===== src/rtl/osc_pkg.sv =====
// osc_pkg: 16Q.16N oscillator constants shared by the increment calculator and the phase accumulator.
package osc_pkg;
    localparam int          PH_W         = 32;
    localparam int          SYN_CLK_RATE = 1000000;
    localparam logic [31:0] PIX2         = 32'h0006_487E;
    localparam logic [31:0] PI           = 32'h0003_243F;
    localparam logic [31:0] HALFPI       = 32'h0001_921F;
    localparam logic [15:0] INV_HALFPI   = 16'hA2FA;

    typedef logic [PH_W-1:0] phase_t;

    // Quarter-wave table entry, sampled at bin centres; evaluated only at elaboration.
    function automatic logic [15:0] quarter_sine(input int a, input int aw);
        real x, t, s;
        x = (real'(a) + 0.5) * 3.141592653589793 / real'(2 << aw);
        t = x;
        s = 0.0;
        for (int k = 1; k < 12; k++) begin
            s = s + t;
            t = -t * x * x / real'((2 * k) * (2 * k + 1));
        end
        return 16'(int'(32767.0 * s));
    endfunction
endpackage


===== src/rtl/sine_quarter_rom.sv =====
// sine_quarter_rom: registered-read quarter-wave sine table, 2**LUT_AW entries of 0..32767.
module sine_quarter_rom
    import osc_pkg::*;
#(
    parameter int LUT_AW = 8
) (
    input  logic              clk,
    input  logic              rst,
    input  logic              ce,
    input  logic [LUT_AW-1:0] addr,
    output logic [15:0]       data
);
    logic [15:0] lut [2**LUT_AW];

    for (genvar i = 0; i < 2**LUT_AW; i++) begin : g_rom
        localparam logic [15:0] V = quarter_sine(i, LUT_AW);
        assign lut[i] = V;
    end

    always_ff @(posedge clk) begin
        if (rst)
            data <= '0;
        else if (ce)
            data <= lut[addr];
    end
endmodule


===== src/rtl/sinusoid_phase_accumulator.sv =====
// sinusoid_phase_accumulator: phase accumulator modulo 2*pi feeding a quarter-wave sine lookup.
// Pipeline: accumulate -> quadrant fold -> scale/mirror -> ROM read -> sign.
module sinusoid_phase_accumulator
    import osc_pkg::*;
#(
    parameter int LUT_AW = 8
) (
    input  logic               Sys_clk,
    input  logic               Osc_rst,
    input  logic               Osc_ce,
    input  logic               Upd_tick,
    input  logic               Phase_sync,
    input  logic [31:0]        Sin_inc,
    output logic [31:0]        Phase,
    output logic               Wrap,
    output logic signed [15:0] Sample,
    output logic               Sample_vld
);
    logic [31:0]       inc_eff;
    logic [32:0]       sum;
    logic              wrap_c;
    logic              sync_flag;
    logic              sync_now;
    logic [1:0]        q_c, q2, q3, q4;
    logic [31:0]       base_c;
    logic [17:0]       off2;
    logic [33:0]       prod, scaled;
    logic [LUT_AW-1:0] a_sat, addr3;
    logic              v1, v2, v3, v4;
    logic [15:0]       rom_q;

    always_comb begin
        inc_eff  = Sin_inc > PIX2 - 32'd1 ? PIX2 - 32'd1 : Sin_inc;
        sum      = {1'b0, Phase} + {1'b0, inc_eff};
        wrap_c   = sum >= {1'b0, PIX2};
        sync_now = sync_flag | Phase_sync;
        q_c      = Phase < HALFPI ? 2'd0 : Phase < PI ? 2'd1 : Phase < PI + HALFPI ? 2'd2 : 2'd3;
        base_c   = q_c == 2'd0 ? 32'd0 : q_c == 2'd1 ? HALFPI : q_c == 2'd2 ? PI : PI + HALFPI;
        prod     = 34'(off2) * 34'(INV_HALFPI);
        scaled   = prod >> (32 - LUT_AW);
        a_sat    = scaled > 34'(2**LUT_AW - 1) ? '1 : scaled[LUT_AW-1:0];
    end

    always_ff @(posedge Sys_clk) begin
        if (Osc_rst) begin
            Phase      <= '0;
            Wrap       <= 1'b0;
            sync_flag  <= 1'b0;
            v1         <= 1'b0;
            v2         <= 1'b0;
            v3         <= 1'b0;
            v4         <= 1'b0;
            q2         <= '0;
            q3         <= '0;
            q4         <= '0;
            off2       <= '0;
            addr3      <= '0;
            Sample     <= '0;
            Sample_vld <= 1'b0;
        end else if (Osc_ce) begin
            if (Upd_tick)
                Phase <= sync_now ? '0 : wrap_c ? 32'(sum - {1'b0, PIX2}) : sum[31:0];
            Wrap       <= Upd_tick && !sync_now && wrap_c;
            sync_flag  <= Upd_tick ? 1'b0 : sync_flag | Phase_sync;
            v1         <= Upd_tick;
            v2         <= v1;
            v3         <= v2;
            v4         <= v3;
            q2         <= q_c;
            off2       <= 18'(Phase - base_c);
            q3         <= q2;
            addr3      <= q2[0] ? ~a_sat : a_sat;
            q4         <= q3;
            if (v4)
                Sample <= q4[1] ? 16'(-rom_q) : rom_q;
            Sample_vld <= v4;
        end
    end

    sine_quarter_rom #(
        .LUT_AW(LUT_AW)
    ) u_rom (
        .clk (Sys_clk),
        .rst (Osc_rst),
        .ce  (Osc_ce),
        .addr(addr3),
        .data(rom_q)
    );
endmodule


===== config.mk =====
export PLATFORM = sky130hd
export DESIGN_NAME = sinusoid_phase_accumulator
export DESIGN_NICKNAME = d
export VERILOG_FILES = /design/src/rtl/osc_pkg.sv /design/src/rtl/sine_quarter_rom.sv /design/src/rtl/sinusoid_phase_accumulator.sv
export SDC_FILE = /design/constraint.sdc
export NUM_CORES = 1
export LEC_CHECK = 0
export CORE_ASPECT_RATIO = 0.75
export CORE_MARGIN = 2
export CORE_UTILIZATION = 35
export DETAILED_ROUTE_END_ITERATION = 10
export PLACE_DENSITY = 0.6
export SLEW_MARGIN = 10
export SYNTH_ARGS = -nofsm -noshare
export SYNTH_HDL_FRONTEND = slang
export SYNTH_SLANG_ARGS = --single-unit

===== constraint.sdc =====
create_clock -name Sys_clk -period 6.4 [get_ports Sys_clk]
set_clock_uncertainty 0.1 [all_clocks]
set_input_delay 1.28 -clock Sys_clk [delete_from_list [all_inputs] [get_ports Sys_clk]]
set_output_delay 1.28 -clock Sys_clk [all_outputs]
set_load 0.05 [all_outputs]

# ---- After elaboration in Yosys (flattened, before gate mapping)
# Memory sizes are Yosys's and may differ from the RTL's. A register that Yosys moved wholly into a read port is not among the register bits.
# Cells that the tools add are included.
dict set report classes {
  n_bitwise 3
  multipliers 1
  magnitude_cmp 6
  mux 13
  add_sub_neg 4
  eq_ne 2
  reduce_logical 6
}
# operator count
set op_table {}
lappend op_table {{2-to-1 mux 32 bit} 3}
lappend op_table {{2-to-1 mux 18 bit} 3}
lappend op_table {{adder 32 x 32 -> 33 bit} 1}
lappend op_table {{>= comparator 33 x 19 -> 1 bit (second input constant)} 1}
lappend op_table {{multiplier 18 x 15 -> 33 bit (second input constant)} 1}
lappend op_table {{> comparator 32 x 19 -> 1 bit (second input constant)} 1}
lappend op_table {{< comparator 32 x 17 -> 1 bit (second input constant)} 1}
lappend op_table {{< comparator 32 x 18 -> 1 bit (second input constant)} 1}
lappend op_table {{< comparator 32 x 19 -> 1 bit (second input constant)} 1}
lappend op_table {{subtractor 32 x 19 -> 32 bit (second input constant)} 1}
lappend op_table {{subtractor 18 bit} 1}
lappend op_table {{2-to-1 mux 16 bit} 1}
lappend op_table {{2-to-1 mux 8 bit} 2}
lappend op_table {{negator 16 bit} 1}
lappend op_table {{> comparator 10 x 8 -> 1 bit (second input constant)} 1}
lappend op_table {{NOT 8 -> 9 bit} 1}
lappend op_table {{NOT 8 bit} 1}
lappend op_table {{2-to-1 mux 2 bit} 2}
lappend op_table {{AND reduction 2 bit} 2}
lappend op_table {{== test 2 x 1 -> 1 bit (second input constant)} 1}
lappend op_table {{== test 2 bit (second input constant)} 1}
lappend op_table {{logical AND 1 bit} 2}
lappend op_table {{zero test 2 bit} 1}
lappend op_table {{2-to-1 mux 1 bit} 2}
lappend op_table {{2 further kinds} 2}
dict set report totals {
  elab_cells 50
  rom_bits 4096
  in_bits 37
  regBits 87
  memories 1
  output_inout_bits 50
}
# memory depth word_bits read_ports rd_clocked_by_memory_dff wr line_no
set mem_list {}
lappend mem_list {{(name not given)} 256 16 1 1 0 sine_quarter_rom.sv:24} ;# data <= lut[addr];

# ---- Depth between registers and ports, before layout
dict set report depth {
  word_depth 9
  depth_mapped 25
  depth_no_buf 24
}

# ---- Cells and area by module
# Synthesis repeated with hierarchy kept, for this count alone.
dict set report unflattened {
  hier_cells 2154
  area_unflattened_um2 16518.3
}
# mod area_each_um2 cells_each seq_area_each_um2 n_inst
set modules_own_cells {}
lappend modules_own_cells {sinusoid_phase_accumulator 11768.8 1401 1701.6 1}
lappend modules_own_cells {sine_quarter_rom 4749.6 753 300.3 1}

# ---- Worst setup path before layout
# No wires, ideal clock.
dict set report synth_path {
  kind {input-to-reg}
  from {input port Sin_inc[10]}
  to {register Phase[7]}
  cell_stages 20
  path_slack_ns 0.090
  path_buffers 2
  arrival_time_ns 6.092
  t_required_ns 6.182
  setup_time_ns 0.118
  path_cell_list {nor3_1 nand3b_1 a211o_1 a41o_1 a21oi_1 clkbuf_1 nand2_1 fa_1 nor2b_1 o31a_1 o311ai_0 a311o_1 or2_1 or3_4 nor4_4 a2111oi_4 and3_1 buf_4 or3_1 a32o_1}
}
dict set report synth_via {
  elab_chain_cells 6
}
# element line_no
set synth_lines {}
lappend synth_lines {{from (decl)} sinusoid_phase_accumulator.sv:13} ;# input logic [31:0] Sin_inc,
lappend synth_lines {{> comparator 32 x 19 -> 1 bit} sinusoid_phase_accumulator.sv:33} ;# inc_eff = Sin_inc > PIX2 - 32'd1 ? PIX2 - 32'd1 : Sin_inc;
lappend synth_lines {{2-to-1 mux 32 bit *} sinusoid_phase_accumulator.sv:33}
lappend synth_lines {{adder 32 x 32 -> 33 bit *} sinusoid_phase_accumulator.sv:34} ;# sum = {1'b0, Phase} + {1'b0, inc_eff};
lappend synth_lines {{subtractor 32 x 19 -> 32 bit or >= comparator 33 x 19 -> 1 bit (tied branches)} {sinusoid_phase_accumulator.sv:62, sinusoid_phase_accumulator.sv:35}}
lappend synth_lines {{2-to-1 mux 32 bit * (2 in series)} sinusoid_phase_accumulator.sv:62} ;# Phase <= sync_now ? '0 : wrap_c ? 32'(sum - {1'b0, PIX2}) : sum[31:0];
lappend synth_lines {{to (signal assigned)} sinusoid_phase_accumulator.sv:62}
lappend synth_lines {{to (decl)} sinusoid_phase_accumulator.sv:14} ;# output logic [31:0] Phase,
# Every way passes the cells marked *; elsewhere a longest branch is shown, timed or not.
# A chain may end at the register's enable or synchronous reset.

# ---- Final worst setup path
dict set report layout_path {
  from {input port Sin_inc[10]}
  to {register Phase[8]}
}
# Same word-level chain as after synthesis.

==> impl_results.md <==
- Hold WC Path Type: flop to flop
- Die ar.: 49000 sq um
- Die width: 255 um
- Power Dens Cells: 600 nW/um^2
- Initial antenna violation count: 0
- Fillcell total: 4748
- DP HPWL: 46200 um
- Slew Viols, Final: 0
- Synth area leader: ha_1
- MaxCap Viol Count: 0
- Lkg Pwr: 8.84 nW
- Via count: 17500
- First-pass GRT wire length: 92600 um
- Clk_lat worst skew: 0.35 ns
- P_int: 5.39 mW
- Clock-pin transition on the worst setup and hold timing paths: 0.07 ns
- Clk buf depth: 2
- #FFs+latches synth: 100
- Status: complete, no violations
- Flop pwr share: 0.077
- Row count: 68
- Die height: 192 um
- Initial drt markers: 2174
- Largest net degree at the start of global routing: 93
- Critical Path Slowest Stage Cell: clkdlybuf4s50_1
- Ant. Diodes: 0
- Most frequent CP cell: buf_4
- Post-synthesis cell count: 2248
- Post-synthesis sequential area ratio: 0.121
- Yosys warning total: 0
- CTS sink count: 100
- CTS Root Cell: clkbuf_16
- CTS Buf Count: 9
- H-tree levels: 3
- F_max: 0.160 GHz
- WP data required: 6.55 ns
- Syn avg cell area: 7.36 sq um
- NetSw: 6.67 mW
- Pwr Total: 12.1 mW
- I/O pins: 87
- Pre-Repair DR Iteration Count: 7
- Routed wire length per instance: 19.8 um
- Setup CP Type: input port to flop
- Port Buffer Count: 86
- Post-route antenna net violation count: 0
- Post-route setup slack: 0.144 ns
- CTS tree: built
- Unrepaired setup endpoints after global routing: true
- Mapped Area: 16500 sq um
- Max Fanout on Critical Path: 6
- Netlist cell types: 90
- Final period utilization: 0.978
- Setup Total Neg Slack: 0 ns
- CP delay by family, top: compound AO/OA/AOI/OAI gates
- Final min period: 6.26 ns
- Share of flip-flops with an asynchronous set or reset: 0
- Slew headroom: 0.189
- Share of cells above drive strength 1: 0.145
- Critical Path AT: 6.40 ns
- Gr ovfl total: 0
- # hold bufs at CTS: 0
- Critical path launch point type: input port
- Number of vias per cell: 5.72
- Nature of the critical path endpoint: flop
- Final hold viol count: 0
- GRT Total Usage: 0.239
- VDD IR max: 0.000847 V
- Effective utilization at floorplan: 0.357
- Placer's final routability congestion estimate: 1.01
- Comb power frac: 0.880
- Number of global-route vias before repair: 16400
- WP buf/inv: 7
- DRC: 0
- Net Sw Frac: 0.553
- Total Wirelength: 60500 um
- EDFF count, synth: 0
- Top-area cell type share of the netlist area: 0.139
- Final nets: 2750
- Slew @ Worst Pin: 1.21 ns
- Clock power frac: 0.043
- Synth Flop Type: dfxtp_1
- Dpl ws: -0.519 ns
- Area growth from synthesis to layout: 21.5%
- Area contributors post-synth: ha_1 14%, fa_1 12%, dfxtp_1 12%, a21oi_1 6.2%, inv_1 5.1%
- CP peak stage delay: 0.45 ns
- Core area: 46300 sq um
- Setup violations, final: 0
## layout by cell type, fill, tap and decap left out, types with 48 or more instances in the layout
| cell | count |
|---|---|
| a211oi_1 | 66 |
| a21oi_1 | 200 |
| buf_4 | 210 |
| clkdlybuf4s50_1 | 80 |
| dfxtp_1 | 89 |
| fa_1 | 101 |
| ha_1 | 166 |
| inv_1 | 213 |
| nand2_1 | 206 |
| nand3_1 | 49 |
| nor2_1 | 208 |
| nor3_1 | 53 |
| o21ai_0 | 148 |
| xnor2_1 | 48 |
## layer usage
layer,routed length [um],global-route usage,share of wire,up-vias
met4,1050,0.0488,0.017,0
met3,5680,0.0445,0.094,78
met2,24400,0.339,0.40,785
li1,-,-,-,8330
met5,0,0,0,-
met1,29400,0.369,0.49,8319
## logic make-up after synthesis
| logic type | synth area share |
|---|---|
| xor+xnor | 0.0381 |
| buf+inv | 0.0869 |
| compound gates | 0.268 |
| mux | 0.0255 |
| flops | 0.121 |
| simple gates | 0.197 |
| fa+ha+maj | 0.263 |
| other cells | 0.000227 |
## per-stage QoR
stage                     instances   util  hold slack, ns  area (sq um)
final                          3062  0.434           0.378         20100
after global routing           3062  0.434           0.394         20100
after CTS                      3047  0.421           0.377         19500
after detailed placement       3029  0.415           0.358         19200
after global placement         3029  0.415           0.355         19200
after floorplan                2260      -           0.345         16600
## worst register-to-register path: stages (launching register included)
cell       delay [ns]
dfxtp_2          0.34
inv_2            0.07
fa_1             0.52
fa_1             0.53
inv_1            0.05
fa_1             0.54
fa_1             0.44
fa_1             0.54
inv_1            0.05
fa_1             0.49
inv_1            0.04
ha_1             0.31
a21oi_1          0.22
a2bb2oi_2        0.20
o2111ai_2        0.15
o21ai_1          0.16
buf_4            0.17
a211oi_4         0.07
o21a_1           0.23
o211a_1          0.28
buf_6            0.16
nor2_2           0.14
xnor2_2          0.08
mux2i_1          0.16
nor2_1           0.06
## synth_stat cells (all sizes together) (17+ instances only)
library cell and n:
nand4 17, nor2 210, nand2b 22, nand3 50
xor2 22, a31oi 27, inv 224, clkbuf 106
or3 21, nor3 54, mux2i 32, o311ai 20
fa 102, o211ai 18, buf 46, nor2b 18
o21ai 162, xnor2 50, nand2 206, dfxtp 100
a311oi 18, a21oi 206, a211oi 72, ha 184
and2 19
## final timing paths
check / start / depth (start not counted) / to / slack [ns]
setup / recovery: Sin_inc[10] / 25 / Phase[8] / 0.14
hold / removal: v1 / 2 / v1 / 0.38
setup reg to reg: off2[11] / 24 / addr3[6] / 0.15
hold reg to reg: v1 / 2 / v1 / 0.38
## what timing repair did
| action | CTS | global route |
|---|---|---|
| setup buffers | 2 | 11 |
| pin swaps | 2 | 55 |
| gates resized for setup | 7 | 104 |
| setup endpoints to repair | 23 | 41 |
| cloned | 0 | 4 |
## cell type report
class | count | area (sq um) | area share
multi-input combinational | 1783 | 13600 | 0.676
timing repair buffer | 308 | 2590 | 0.129
sequential | 100 | 2020 | 0.101
inverter | 225 | 847 | 0.0422
tap | 630 | 788 | 0.0392
clock buffer | 12 | 246 | 0.0123
clock inverter | 4 | 23.8 | 0.00118
## sequential cells by signal (all words and copies together) (netlist names), 2 cells and up
register and count:
q2 2, u_rom.data 15, Sample 16, off2 18
addr3 8, Phase 32
## power by group through the flow
stage                     Clock (mW)  Sequential, mW  Combinational, mW
after global placement             0           0.925               9.36
after CTS                      0.531           0.914               9.63
after global routing           0.559           0.947               11.8
after detailed placement           0           0.929               9.52
final                          0.522           0.926               10.6
after floorplan                    0           0.884               6.80
Note: power is estimated with default switching activity, not from simulation.
